`config.mk`:
```
export PLATFORM = sky130hd
export DESIGN_NAME = sc_mem_initiator
export DESIGN_NICKNAME = d
export VERILOG_FILES = /design/src/rtl/sc_mem_initiator.sv
export SDC_FILE = /design/constraint.sdc
export NUM_CORES = 1
export LEC_CHECK = 0
export BUFFER_PORTS_ARGS = -buffer_cell sky130_fd_sc_hd__buf_2
export CAP_MARGIN = 15
export CORE_UTILIZATION = 56
export CTS_CLUSTER_SIZE = 16
export DETAILED_ROUTE_END_ITERATION = 6
export PLACE_DENSITY = 0.8
export SETUP_SLACK_MARGIN = 0.2
export SYNTH_ARGS = -nofsm -noshare
export SYNTH_HDL_FRONTEND = slang
export SYNTH_SLANG_ARGS = --single-unit
```
`constraint.sdc`:
```
create_clock -name clock -period 6.2 [get_ports clock]
set_input_delay 1.86 -clock clock [delete_from_list [all_inputs] [get_ports clock]]
set_output_delay 1.86 -clock clock [all_outputs]
set_load 0.01 [all_outputs]
```
`src/rtl/sc_mem_initiator.sv`:
```
// Bus-master sequencer for the single-cycle CPU data-memory/IO port.
// Queued load/store commands run one at a time, and responses come back in command order.
module sc_mem_initiator #(
    parameter int unsigned FIFO_DEPTH   = 4,
    parameter int unsigned READ_LATENCY = 0
) (
    input  logic        clock,
    input  logic        resetn,
    input  logic        cmd_valid,
    output logic        cmd_ready,
    input  logic        cmd_write,
    input  logic [31:0] cmd_addr,
    input  logic [31:0] cmd_wdata,
    output logic        rsp_valid,
    input  logic        rsp_ready,
    output logic [31:0] rsp_rdata,
    output logic        rsp_write,
    output logic        rsp_io,
    output logic        rsp_err,
    output logic [31:0] mem_addr,
    output logic [31:0] mem_datain,
    output logic        mem_we,
    input  logic [31:0] mem_dataout,
    output logic        busy
);

    localparam int unsigned AW = $clog2(FIFO_DEPTH);
    localparam int unsigned PW = AW + 1;
    localparam int unsigned CW = (READ_LATENCY > 1) ? $clog2(READ_LATENCY) : 1;
    localparam logic [CW-1:0] WaitLast = CW'((READ_LATENCY > 0) ? READ_LATENCY - 1 : 0);

    typedef enum logic [1:0] {StIdle, StIssue, StWait, StResp} state_e;

    state_e          state_q, state_d;
    logic [PW-1:0]   wr_ptr_q, rd_ptr_q;
    logic [CW-1:0]   wait_cnt_q, wait_cnt_d;
    logic            fifo_write_q [FIFO_DEPTH];
    logic [31:0]     fifo_addr_q  [FIFO_DEPTH];
    logic [31:0]     fifo_wdata_q [FIFO_DEPTH];
    logic [31:0]     rsp_rdata_q;
    logic            rsp_write_q, rsp_io_q, rsp_err_q;

    logic        empty, full, push, pop, load_rsp;
    logic        head_write, aligned;
    logic [31:0] head_addr, head_wdata;

    // The pointer MSB is the wrap bit that tells full from empty.
    assign empty = (wr_ptr_q == rd_ptr_q);
    assign full  = (wr_ptr_q[AW-1:0] == rd_ptr_q[AW-1:0]) && (wr_ptr_q[AW] != rd_ptr_q[AW]);
    assign push  = cmd_valid && !full;

    assign head_write = fifo_write_q[rd_ptr_q[AW-1:0]];
    assign head_addr  = fifo_addr_q[rd_ptr_q[AW-1:0]];
    assign head_wdata = fifo_wdata_q[rd_ptr_q[AW-1:0]];
    assign aligned    = (head_addr[1:0] == 2'b00);

    always_ff @(posedge clock) begin
        if (push) begin
            fifo_write_q[wr_ptr_q[AW-1:0]] <= cmd_write;
            fifo_addr_q[wr_ptr_q[AW-1:0]]  <= cmd_addr;
            fifo_wdata_q[wr_ptr_q[AW-1:0]] <= cmd_wdata;
        end
    end

    always_ff @(posedge clock or negedge resetn) begin
        if (!resetn) begin
            state_q     <= StIdle;
            wr_ptr_q    <= '0;
            rd_ptr_q    <= '0;
            wait_cnt_q  <= '0;
            rsp_rdata_q <= '0;
            rsp_write_q <= 1'b0;
            rsp_io_q    <= 1'b0;
            rsp_err_q   <= 1'b0;
        end else begin
            state_q    <= state_d;
            wait_cnt_q <= wait_cnt_d;
            if (push) wr_ptr_q <= wr_ptr_q + PW'(1);
            if (pop)  rd_ptr_q <= rd_ptr_q + PW'(1);
            if (load_rsp) begin
                rsp_rdata_q <= (!head_write && aligned) ? mem_dataout : 32'h0;
                rsp_write_q <= head_write;
                rsp_io_q    <= head_addr[7];
                rsp_err_q   <= !aligned;
            end
        end
    end

    always_comb begin
        state_d    = state_q;
        wait_cnt_d = wait_cnt_q;
        pop        = 1'b0;
        load_rsp   = 1'b0;
        mem_addr   = 32'h0;
        mem_datain = 32'h0;
        mem_we     = 1'b0;
        unique case (state_q)
            StIdle: begin
                if (!empty) state_d = StIssue;
            end
            StIssue: begin
                mem_addr   = head_addr;
                mem_datain = head_wdata;
                mem_we     = head_write && aligned;
                if (head_write || !aligned || READ_LATENCY == 0) begin
                    pop      = 1'b1;
                    load_rsp = 1'b1;
                    state_d  = StResp;
                end else begin
                    wait_cnt_d = '0;
                    state_d    = StWait;
                end
            end
            StWait: begin
                mem_addr   = head_addr;
                mem_datain = head_wdata;
                if (wait_cnt_q == WaitLast) begin
                    pop      = 1'b1;
                    load_rsp = 1'b1;
                    state_d  = StResp;
                end else begin
                    wait_cnt_d = wait_cnt_q + CW'(1);
                end
            end
            StResp: begin
                if (rsp_ready) state_d = empty ? StIdle : StIssue;
            end
            default: state_d = StIdle;
        endcase
    end

    assign cmd_ready = !full;
    assign rsp_valid = (state_q == StResp);
    assign rsp_rdata = rsp_rdata_q;
    assign rsp_write = rsp_write_q;
    assign rsp_io    = rsp_io_q;
    assign rsp_err   = rsp_err_q;
    assign busy      = (state_q != StIdle) || !empty;

endmodule

```
After elaboration in Yosys (flattened, before gate mapping)
Memory sizes are Yosys's and may differ from the RTL's.
Cells that the tools add are included.
{"block": "totals", "mem_bits_rw": 260, "in_bits": 101, "output_inout_bits": 103, "n_memories": 3, "elab_cells": 51, "reg_bits": 44}
{"block": "classes", "addsub": 3, "n_mux": 14, "n_eq_ne": 9, "reduce_logical": 14}
{"name": "fifo_addr_q", "depth": 4, "width": 32, "read_ports": 1, "rd_clocked_by_memory_dff": 0, "write_ports": 1, "line_no": "38", "source": "logic [31:0] fifo_addr_q [FIFO_DEPTH];"}
{"name": "fifo_wdata_q", "depth": 4, "width": 32, "read_ports": 1, "rd_clocked_by_memory_dff": 0, "write_ports": 1, "line_no": "39", "source": "logic [31:0] fifo_wdata_q [FIFO_DEPTH];"}
{"name": "fifo_write_q", "depth": 4, "width": 1, "read_ports": 1, "rd_clocked_by_memory_dff": 0, "write_ports": 1, "line_no": "37", "source": "logic fifo_write_q [FIFO_DEPTH];"}
{"cell": "$mux W32", "count": 3}
{"cell": "$pmux W2 S4", "count": 1}
{"cell": "$add A3 B1 Y3 const B", "count": 2}
{"cell": "$mux W1", "count": 6}
{"cell": "$mux W2", "count": 3}
{"cell": "$eq A2 B2 Y1 const B", "count": 2}
{"cell": "$logic_and A1 B1 Y1", "count": 4}
{"cell": "$logic_not A1 Y1", "count": 4}
{"cell": "$logic_not A2 Y1", "count": 2}
{"cell": "$ne A2 B2 Y1 const B", "count": 2}
{"cell": "$eq A3 B3 Y1", "count": 1}
{"cell": "$reduce_and A3 Y1", "count": 1}
{"cell": "$eq A2 B1 Y1 const B", "count": 1}
{"cell": "$eq A2 B2 Y1", "count": 1}
{"cell": "$ne A2 B1 Y1 const B", "count": 1}
{"cell": "$pmux W1 S2", "count": 1}
{"cell": "$reduce_bool A2 Y1", "count": 1}
{"cell": "$reduce_or A2 Y1", "count": 1}
{"cell": "$add A1 B1 Y1 const B", "count": 1}
{"cell": "$logic_or A1 B1 Y1", "count": 1}
{"cell": "$ne A1 B1 Y1", "count": 1}

Longest topological paths before layout
Gate-level depths: netlist (run 1).
{"block": "logic_depth", "word_depth": 6, "mapped_depth": 6, "depth_no_buf": 4}

Least setup slack after synthesis (run 1)
No wires, ideal clock.
{"block": "synth_timing", "path_kind": "input to register", "start": "in cmd_valid", "end": "mem fifo_addr_q[3][0], enable pin", "setup_time_ns": 0.530, "arrival_time_ns": 5.252, "cell_stages": 2, "path_slack_ns": 0.418, "path_buffers": 0, "required_time_ns": 5.670, "path_cell_list": "nand2_1 -> a31oi_1"}
{"block": "synth_via", "elab_chain_len": 3}
{"item": "start: declaration", "line_no": "9", "source": "input logic cmd_valid,"}
{"item": "$logic_and A1 B1 Y1", "line_no": "50", "source": "assign push = cmd_valid && !full;"}
{"item": "$mux W1", "line_no": "58", "source": "if (push) begin"}
{"item": "$mux W1 (implied by the code)", "line_no": "60", "source": "fifo_addr_q[wr_ptr_q[AW-1:0]] <= cmd_addr;"}
{"item": "end: declaration", "line_no": "38"}
Every way passes these cells.

Final worst setup path (run 1)
{"block": "layout_timing", "start": "reg rd_ptr_q[0]", "end": "out mem_addr[7]"}
{"block": "layout_via", "elab_chain_len": 2}
{"item": "start: declaration", "line_no": "35", "source": "logic [PW-1:0] wr_ptr_q, rd_ptr_q;"}
{"item": "start signal: assignment", "line_no": "79", "source": "if (pop) rd_ptr_q <= rd_ptr_q + PW'(1);"}
{"item": "$mem_v2 Z4 W32"}
{"item": "$mux W32", "line_no": "97", "source": "unique case (state_q)"}
{"item": "end: declaration", "line_no": "20", "source": "output logic [31:0] mem_addr,"}
Every way passes these cells.

==> flow_summary_export.csv, run 1 <==
group,metric,value,unit
floorplan,coreArea,0.0210,sq mm
clocking,ctsHoldBuffers,0,
floorplan,num_rows,53,
yosys,synth_cells,610,
clocking,cts.sinks,303,
placement,dp.cells,1059,
drt,drtIter0Drc,301,
critical_path,cp-end-kind,"output port",
global_route,grt_max_degree,93,
power_and_ir_drop,power_density,538,mW/mm^2
yosys,ys_types,27,
sta,slew_violations,0,
global_route,grtUsageTotal,20.6,%
drt,dr.pass1.iters,5,
yosys,synth_top_area_share,65.4,%
critical_path,worstSetupPathType,"flop to output port",
power_and_ir_drop,p_int,5100,uW
sta,finalSetupTns,0,ps
power_and_ir_drop,p_sw,2530,uW
clocking,cts_htree_levels,1,
yosys,netlist_area,0.0119,sq mm
clocking,clkTransAtPathRegs,60,ps
drt,route.antenna.remaining_nets,0,
power_and_ir_drop,power.share.clock,23.4,%
yosys,yosys.area.top_type,"edfxtp_1",
sta,finalCriticalPeriod,4750,ps
power_and_ir_drop,combPwrFrac,35.7,%
yosys,ys_seq_area_share,74.5,%
critical_path,reg2regPathDepth,4,
finish,final_area,0.0142,sq mm
power_and_ir_drop,ir_drop,333,uV
yosys,syn_area_per_cell,19.6,sq um
yosys,syn_nets,720,
yosys,async_flop_share,14.2,%
clocking,cts_buffer_depth,3,
sta,tightestPinTransition,1050,ps
floorplan,io_pins,204,
drt,wl_per_cell,19.9,microns
clocking,root_buffer,"clkbuf_16",
sta,max_freq,0.210,GHz
power_and_ir_drop,finalPower,7630,uW
floorplan,die_w,148,microns
floorplan,die_y,148,microns
yosys,synth_common_cells,"edfxtp_1 (260), and2_1 (67), mux4_2 (65), dfrtp_1 (43), inv_1 (39)",
clocking,clk_latency,550,ps
clocking,cts_buffers,30,
yosys,synth_warnings,0,
finish,drive_above_1_share,42.6,%
clocking,cts_resized,0,
drt,vias_per_cell,5.54,
critical_path,crit_arrival,2890,ps
power_and_ir_drop,swShare,33.1,%
sta,timing.final.crit_share,76.7,%
floorplan,fp.dieArea,0.0219,sq mm
power_and_ir_drop,pwr-share-seq,40.8,%
yosys,ys_seq_elements,303,
placement,placed_area,0.0132,sq mm
placement,place_congestion,0.783,
yosys,synth.area.top_cells,"edfxtp_1 (65%), mux4_2 (12%), dfrtp_1 (9.0%), and2_1 (3.5%), o22ai_2 (3.1%)",
placement,io_buffer_count,203,
hold_path,whs_path_depth,2,
placement,dp_hpwl,13.1,mm
sta,rsz0062_at_grt,"false",
global_route,grt_pass1_wl,34.6,mm
finish,post-route-util,67.7,%
drt,drt-total-wl,22.2,mm
yosys,synthFlopType,"edfxtp_1",
sta,setup_viol,0,
finish,instances_no_fill,1116,
global_route,grt_pass1_vias,6532,
floorplan,start_util,56.9,%
drt,vias,6187,
clocking,cts_setup_buffers,0,
critical_path,worst-path-max-fanout,34,
yosys,synth_edf_count,260,
finish,fin_nets,926,
power_and_ir_drop,p_leak,0.00531,uW
critical_path,critPathLaunchType,"flop",
hold_path,hold_path.class,"flop to flop",
critical_path,critPathRequiredTime,4340,ps
sta,relSlewSlack,29.9,%
run,cap_violations,0,
global_route,overflow,0,
drt,drc,0,
sta,skew,21.0,ps
clocking,cts_tree,"built",
outcome,status,"complete, no violations",
finish,area_growth,19.0,%
global_route,antenna_found_initial,4,
yosys,synth_most_common_cell,"edfxtp_1",
sta,hold_viol,0,
==> placed cells by master (no fill, tap or decap), drive strengths merged, types with 4 or more instances in the layout <==
cell / n
and2: 67
buf: 208
bufinv: 4
clkbuf: 39
clkinv: 11
dfrtp: 43
edfxtp: 260
ha: 9
inv: 40
mux2: 5
mux4: 65
nand2: 34
o22ai: 32
xnor2: 5
==> registers in the layout, indices dropped and copies added (netlist names) <==
register / flops
wr_ptr_q: 3
rsp_io: 1
rd_ptr_q: 3
rsp_write: 1
rsp_rdata: 32
state_q: 2
fifo_write_q: 4
rsp_err: 1
fifo_wdata_q: 128
fifo_addr_q: 128
==> cell families (layout without fill, tap and decap cells) <==
group / after synthesis / count (layout) / synth area share (%)
AO/OA/AOI/OAI: 39 / 39 / 3.70
XOR/XNOR: 8 / 8 / 0.587
adder cells (fa/ha/maj): 9 / 9 / 0.944
buffers and inverters: 73 / 302 / 2.64
flip-flops: 303 / 303 / 74.5
multiplexers: 70 / 70 / 12.7
other: 0 / 2 / 0
AND/OR/NAND/NOR: 108 / 108 / 4.92
==> stage by stage <==
step / setup slack, ps / hold slack [ps]
4_1_cts: 1320 / 525
3_5_place_dp: 1910 / 510
5_1_grt: 1170 / 531
2_1_floorplan: 418 / 498
6_report: 1450 / 518
3_3_place_gp: 1940 / 492
==> final cells by class <==
type | count | area (sq um)
antenna | 2 | 5.00
clock buffer | 39 | 795
clock inverter | 16 | 195
fill | 1377 | 6760
inverter | 39 | 146
multi-input combinational | 234 | 2770
sequential | 303 | 8890
tap | 275 | 344
timing repair buffer | 208 | 1050
==> critical path: stages (launching register included) <==
cell     delay [ps]
dfrtp_4         870
buf_4           580
mux4_2          580
and2_1          170
buf_2           140
==> metal layers <==
metal,part of all wire (%),track usage (%)
met2,50,35.7
met3,7.6,4.66
met5,0.072,0
met1,40,26.6
met4,1.6,4.85
==> path summary, 6_finish.rpt <==
check                                       to         from  slack, ps
setup / recovery                   mem_addr[7]  rd_ptr_q[0]       1450
min in group asynchronous        rsp_rdata[18]       resetn       1480
setup reg to reg           fifo_wdata_q[0][11]  rd_ptr_q[0]       2540
hold reg to reg                        rsp_err      rsp_err        520
max in group asynchronous          rd_ptr_q[1]       resetn       4010
hold / removal                         rsp_err      rsp_err        520
==> power by group through the flow <==
stage / Combinational, uW / Sequential (uW) / Clock (uW)
floorplan: 1930 / 3030 / 0
global placement: 2690 / 3130 / 0
detailed placement: 2750 / 3170 / 0
CTS: 2770 / 3130 / 1820
global route: 2960 / 3180 / 1900
finish: 2730 / 3120 / 1790
Power figures use the tool's default switching activity.
==> run 2: changes to the inputs <==
Clock period 6.2 ns to 4.45 ns, I/O delays scaled along.
==> run 2 against run 1 <==
Effect of this change: wire length grew 2.3%; critical endpoint is now mem_addr[26]; largest cell class unchanged; highest routed layer unchanged; via count grew 0.61%; first-iteration DRC count grew 24%; clock power grew 49%.
==> flow_summary_export.csv, run 2 (synthesis results as in run 1) <==
group,metric,value,unit
critical_path,crit_arrival,2680,ps
floorplan,num_rows,53,
clocking,ctsHoldBuffers,0,
drt,vias,6225,
floorplan,io_pins,204,
critical_path,max_stage_delay,910,ps
critical_path,critPathRequiredTime,3120,ps
finish,drive_above_1_share,43.2,%
placement,place_congestion,0.812,
drt,drt-total-wl,22.7,mm
global_route,overflow,0,
sta,finalSetupTns,0,ps
critical_path,critPathLaunchType,"flop",
clocking,cts_buffers,31,
global_route,grt_pass1_wl,35.1,mm
power_and_ir_drop,p_leak,0.00539,uW
clocking,root_buffer,"clkbuf_16",
clocking,cts_resized,0,
clocking,clkTransAtPathRegs,60,ps
hold_path,hold_path.class,"flop to flop",
placement,dp_hpwl,13.4,mm
critical_path,path_cells,"buf_4 -> mux4_2 -> and2_1 -> buf_2",
global_route,grt_max_degree,76,
sta,hold_viol,0,
floorplan,fp.dieArea,0.0219,sq mm
drt,route.antenna.remaining_nets,0,
floorplan,start_util,56.9,%
sta,finalCriticalPeriod,4020,ps
finish,final_cell_mix,"edfxtp_1 (260), buf_2 (203), mux4_2 (65), and2_1 (64), dfrtp_1 (41)",
critical_path,worstSetupPathType,"flop to output port",
placement,placed_area,0.0133,sq mm
drt,vias_per_cell,5.55,
floorplan,coreArea,0.0210,sq mm
clocking,cts_htree_levels,1,
critical_path,crit_slowest_cell,"dfrtp_4",
finish,final_area,0.0144,sq mm
critical_path,worst-path-max-fanout,36,
finish,layout_commonest_cell,"edfxtp_1",
global_route,grt_pass1_vias,6635,
drt,drc,0,
sta,tightestPinTransition,1010,ps
floorplan,die_w,148,microns
sta,timing.final.crit_share,90.3,%
clocking,cts_tree,"built",
sta,rsz0062_at_grt,"false",
clocking,cts_setup_buffers,0,
sta,setup_viol,0,
sta,skew,8.94,ps
clocking,clk_latency,540,ps
run,cap_violations,0,
power_and_ir_drop,power_density,760,mW/mm^2
finish,fin_nets,931,
sta,slew_violations,0,
drt,drtIter0Drc,372,
clocking,cts_buffer_depth,3,
global_route,grtUsageTotal,21.0,%
drt,wl_per_cell,20.2,microns
clocking,cts.sinks,303,
drt,dr.pass1.iters,4,
floorplan,die_y,148,microns
global_route,antenna_found_initial,4,
placement,io_buffer_count,203,
power_and_ir_drop,ir_drop,463,uV
sta,max_freq,0.249,GHz
finish,area_growth,20.3,%
outcome,status,"complete, no violations",
critical_path,cp-end-kind,"output port",
sta,relSlewSlack,32.6,%
-- run 2: cell count changes in the layout (fill, tap and decap cells not counted) --
cell       previous run  this run
clkinv_8              1         0
buf_12                0         4
clkinv_4              1         2
clkbuf_16            30        31
inv_8                 1         0
bufinv_16             4         7
clkbuf_1              8         3
clkbuf_8              1         0
clkinv_1              5         7
clkinv_2              4         6
-- run 2: power by group --
part / internal [uW] / switching, uW
sequential: 3890 / 447
clock: 1670 / 1000
combinational: 1780 / 2130
-- run 2: path summary, 6_finish.rpt --
path	startpoint	end	slack (ps)	depth (start not counted)
setup reg to reg	rd_ptr_q[1]	fifo_wdata_q[2][29]	1210	4
setup / recovery	rd_ptr_q[0]	mem_addr[26]	430	4
max in group asynchronous	resetn	rd_ptr_q[0]	2830	1
hold / removal	rsp_io	rsp_io	500	1
hold reg to reg	rsp_io	rsp_io	500	1
min in group asynchronous	resetn	rsp_rdata[26]	940	1
-- run 2: routing by layer --
metal	up-vias	part of all wire, %	global-route usage, %	wire (microns)
met1	3148	40	26.8	8980
met4	4	1.5	5.36	330
met5	-	0.079	0	18
met3	40	8.4	5.83	1910
li1	2777	-	-	-
met2	256	50	35.6	11400
-- run 2: worst max-delay path, delay by kind of cell (launching register included) --
family | cells | cell delay (ps)
multiplexers | 1 | 540
flip-flops | 1 | 910
buffers and inverters | 2 | 510
AND/OR/NAND/NOR | 1 | 180
-- run 2: final cells by class --
cell class,instances,area [sq um]
Fill cell,1361,6600
Inverter,39,146
Tap cell,275,344
Multi-Input combinational cell,234,2770
Sequential cell,303,8890
Clock inverter,22,284
Clock buffer,34,787
Timing Repair Buffer,212,1130
Antenna cell,2,5.00
-- run 2: metrics by stage --
step           utilization [%]  setup slack, ps  std cells  total power, uW  hold slack [ps]
6_report                  68.5              431       1121            10900              502
3_3_place_gp              63.4              945       1063             8150              486
4_1_cts                   68.5              323       1119            11100              507
5_1_grt                   68.5              246       1120            11500              527
2_1_floorplan                -              583        610             6910              498
3_5_place_dp              63.4              919       1063             8330              493
==> run 3: changes to the inputs <==
Settings changed: CORE_ASPECT_RATIO from default to 1.25, SKIP_LAST_GASP from default to 1.
==> run 3 against run 2 <==
Effect of this change: maximum frequency is 2.7% higher; global-route usage is 0.41 points higher; via count is 1.0% lower; count of clock-buffer cells in the layout is 4 higher; setup slack better by 100 ps; critical endpoint is now busy; largest cell class unchanged.
==> flow_summary_export.csv, run 3 (synthesis results as in run 1) <==
group,metric,value,unit
finish,instances_no_fill,1115,
drt,drc,0,
placement,place_congestion,0.808,
global_route,overflow,0,
drt,route.antenna.remaining_nets,0,
drt,vias,6161,
sta,max_freq,0.255,GHz
clocking,cts.sinks,303,
critical_path,regToRegEndpoint,"fifo_wdata_q[1][26]",
sta,tightestPinTransition,1020,ps
outcome,status,"complete, no violations",
clocking,cts_buffer_depth,3,
sta,finalCriticalPeriod,3920,ps
critical_path,rrSetupSlack,1090,ps
placement,io_buffer_count,203,
critical_path,cp-end-kind,"output port",
critical_path,reg2regPathDepth,3,
global_route,grt_util_met3,5.31,%
critical_path,crit_arrival,2580,ps
global_route,antenna_found_initial,3,
critical_path,worst-path-max-fanout,68,
sta,setup_viol,0,
global_route,grt_pass1_vias,6665,
critical_path,critPathRequiredTime,3120,ps
power_and_ir_drop,ir_drop,514,uV
placement,pre_cts_ws,854,ps
finish,drive_above_1_share,43.3,%
drt,vias_per_cell,5.53,
drt,drtIter0Drc,349,
sta,finalSetupTns,0,ps
global_route,grt_pass1_wl,35.5,mm
sta,whs,515,ps
placement,dp.cells,1060,
sta,slew_violations,0,
global_route,grt_busiest_layer,"met2",
floorplan,start_util,57.3,%
placement,dp_hpwl,13.8,mm
critical_path,worstSetupPathType,"flop to output port",
critical_path,critPathLaunchType,"flop",
clocking,clkTransAtPathRegs,60,ps
sta,timing.final.crit_share,88.0,%
floorplan,die_w,133,microns
floorplan,num_rows,59,
sta,setup_ws,535,ps
drt,wl_per_cell,20.5,microns
power_and_ir_drop,power_density,754,mW/mm^2
drt,drt-total-wl,22.8,mm
sta,hold_viol,0,
clocking,ctsHoldBuffers,0,
global_route,grt_util_met2,38.8,%
finish,regArea,0.00889,sq mm
sta,rsz0062_at_grt,"false",
clocking,cts_resized,0,
hold_path,hold_start,"rsp_write",
clocking,cts_htree_levels,1,
floorplan,die_y,165,microns
clocking,cts_setup_buffers,0,
clocking,cts_tree,"built",
run,cap_violations,0,
clocking,root_buffer,"clkbuf_16",
hold_path,whs_path_depth,1,
floorplan,fp.dieArea,0.0219,sq mm
global_route,grt_max_degree,73,
sta,skew,10.0,ps
hold_path,hold_path_end,"rsp_write",
power_and_ir_drop,p_leak,0.00534,uW
drt,dr.pass1.iters,4,
hold_path,hold_path.class,"flop to flop",
sta,relSlewSlack,31.8,%
finish,final_cell_mix,"edfxtp_1 (260), buf_2 (203), mux4_2 (65), and2_1 (64), dfrtp_1 (41)",
power_and_ir_drop,finalPower,10700,uW
critical_path,rr_startpoint,"rd_ptr_q[1]",
clocking,clk_latency,530,ps
global_route,grt_use_met1,25.8,%
finish,fin_nets,927,
finish,fillers,1399,
clocking,cts_buffers,28,
finish,area_growth,19.5,%
finish,multi_input_area,0.00277,sq mm
floorplan,io_pins,204,
global_route,grtUsageTotal,21.4,%
finish,layout_commonest_cell,"edfxtp_1",
floorplan,coreArea,0.0208,sq mm
-- run 3: cell types whose count changed in the layout (fill, tap and decap cells not counted) --
cell	before	now
clkbuf_8	0	6
buf_12	4	1
clkinv_1	7	4
clkinv_2	6	3
buf_4	5	7
bufinv_16	7	5
clkbuf_16	31	29
clkinv_4	2	0
clkinvlp_2	0	1
clkinvlp_4	0	1
-- run 3: how the worst max path moves through the flow --
| stage | startpoint | to | cells after the start |
|---|---|---|---|
| after detailed placement | rd_ptr_q[0] | mem_addr[28] | 4 |
| after CTS | rd_ptr_q[0] | mem_addr[28] | 4 |
| after global placement | rd_ptr_q[0] | mem_datain[18] | 4 |
| after floorplan | cmd_valid | fifo_addr_q[3][0] | 2 |
| after global routing | rd_ptr_q[1] | busy | 4 |
| final | rd_ptr_q[1] | busy | 4 |
-- run 3: per-layer routing --
layer	wire length [microns]	up-vias
li1	-	2764
met1	9050	3145
met2	11800	225
met3	1670	25
met4	269	2
met5	12	-
-- run 3: final cells by class --
| class | instances | share of cell area [%] |
|---|---|---|
| antenna | 2 | 0.0351 |
| clock buffer | 38 | 5.75 |
| sequential | 303 | 62.4 |
| timing repair buffer | 211 | 7.64 |
| clock inverter | 14 | 1.35 |
| tap | 274 | 2.41 |
| multi-input combinational | 234 | 19.4 |
| inverter | 39 | 1.03 |
-- run 3: worst max-delay path, stage by stage, from the launching register on --
cell and delay [ps]:
dfrtp_4 1110, xnor2_1 390, and4_1 340, inv_1 60, buf_2 130
-- run 3: metrics by stage --
step                util (%)  instance area, sq um
global route            68.4                 14200
floorplan                  -                 11900
CTS                     68.3                 14200
finish                  68.5                 14300
global placement        63.5                 13200
detailed placement      63.5                 13200
-- run 3: report_power, final --
part           internal (uW)  total (uW)  switching [uW]
combinational           1750        3900            2150
clock                   1570        2540             969
sequential              3900        4310             409
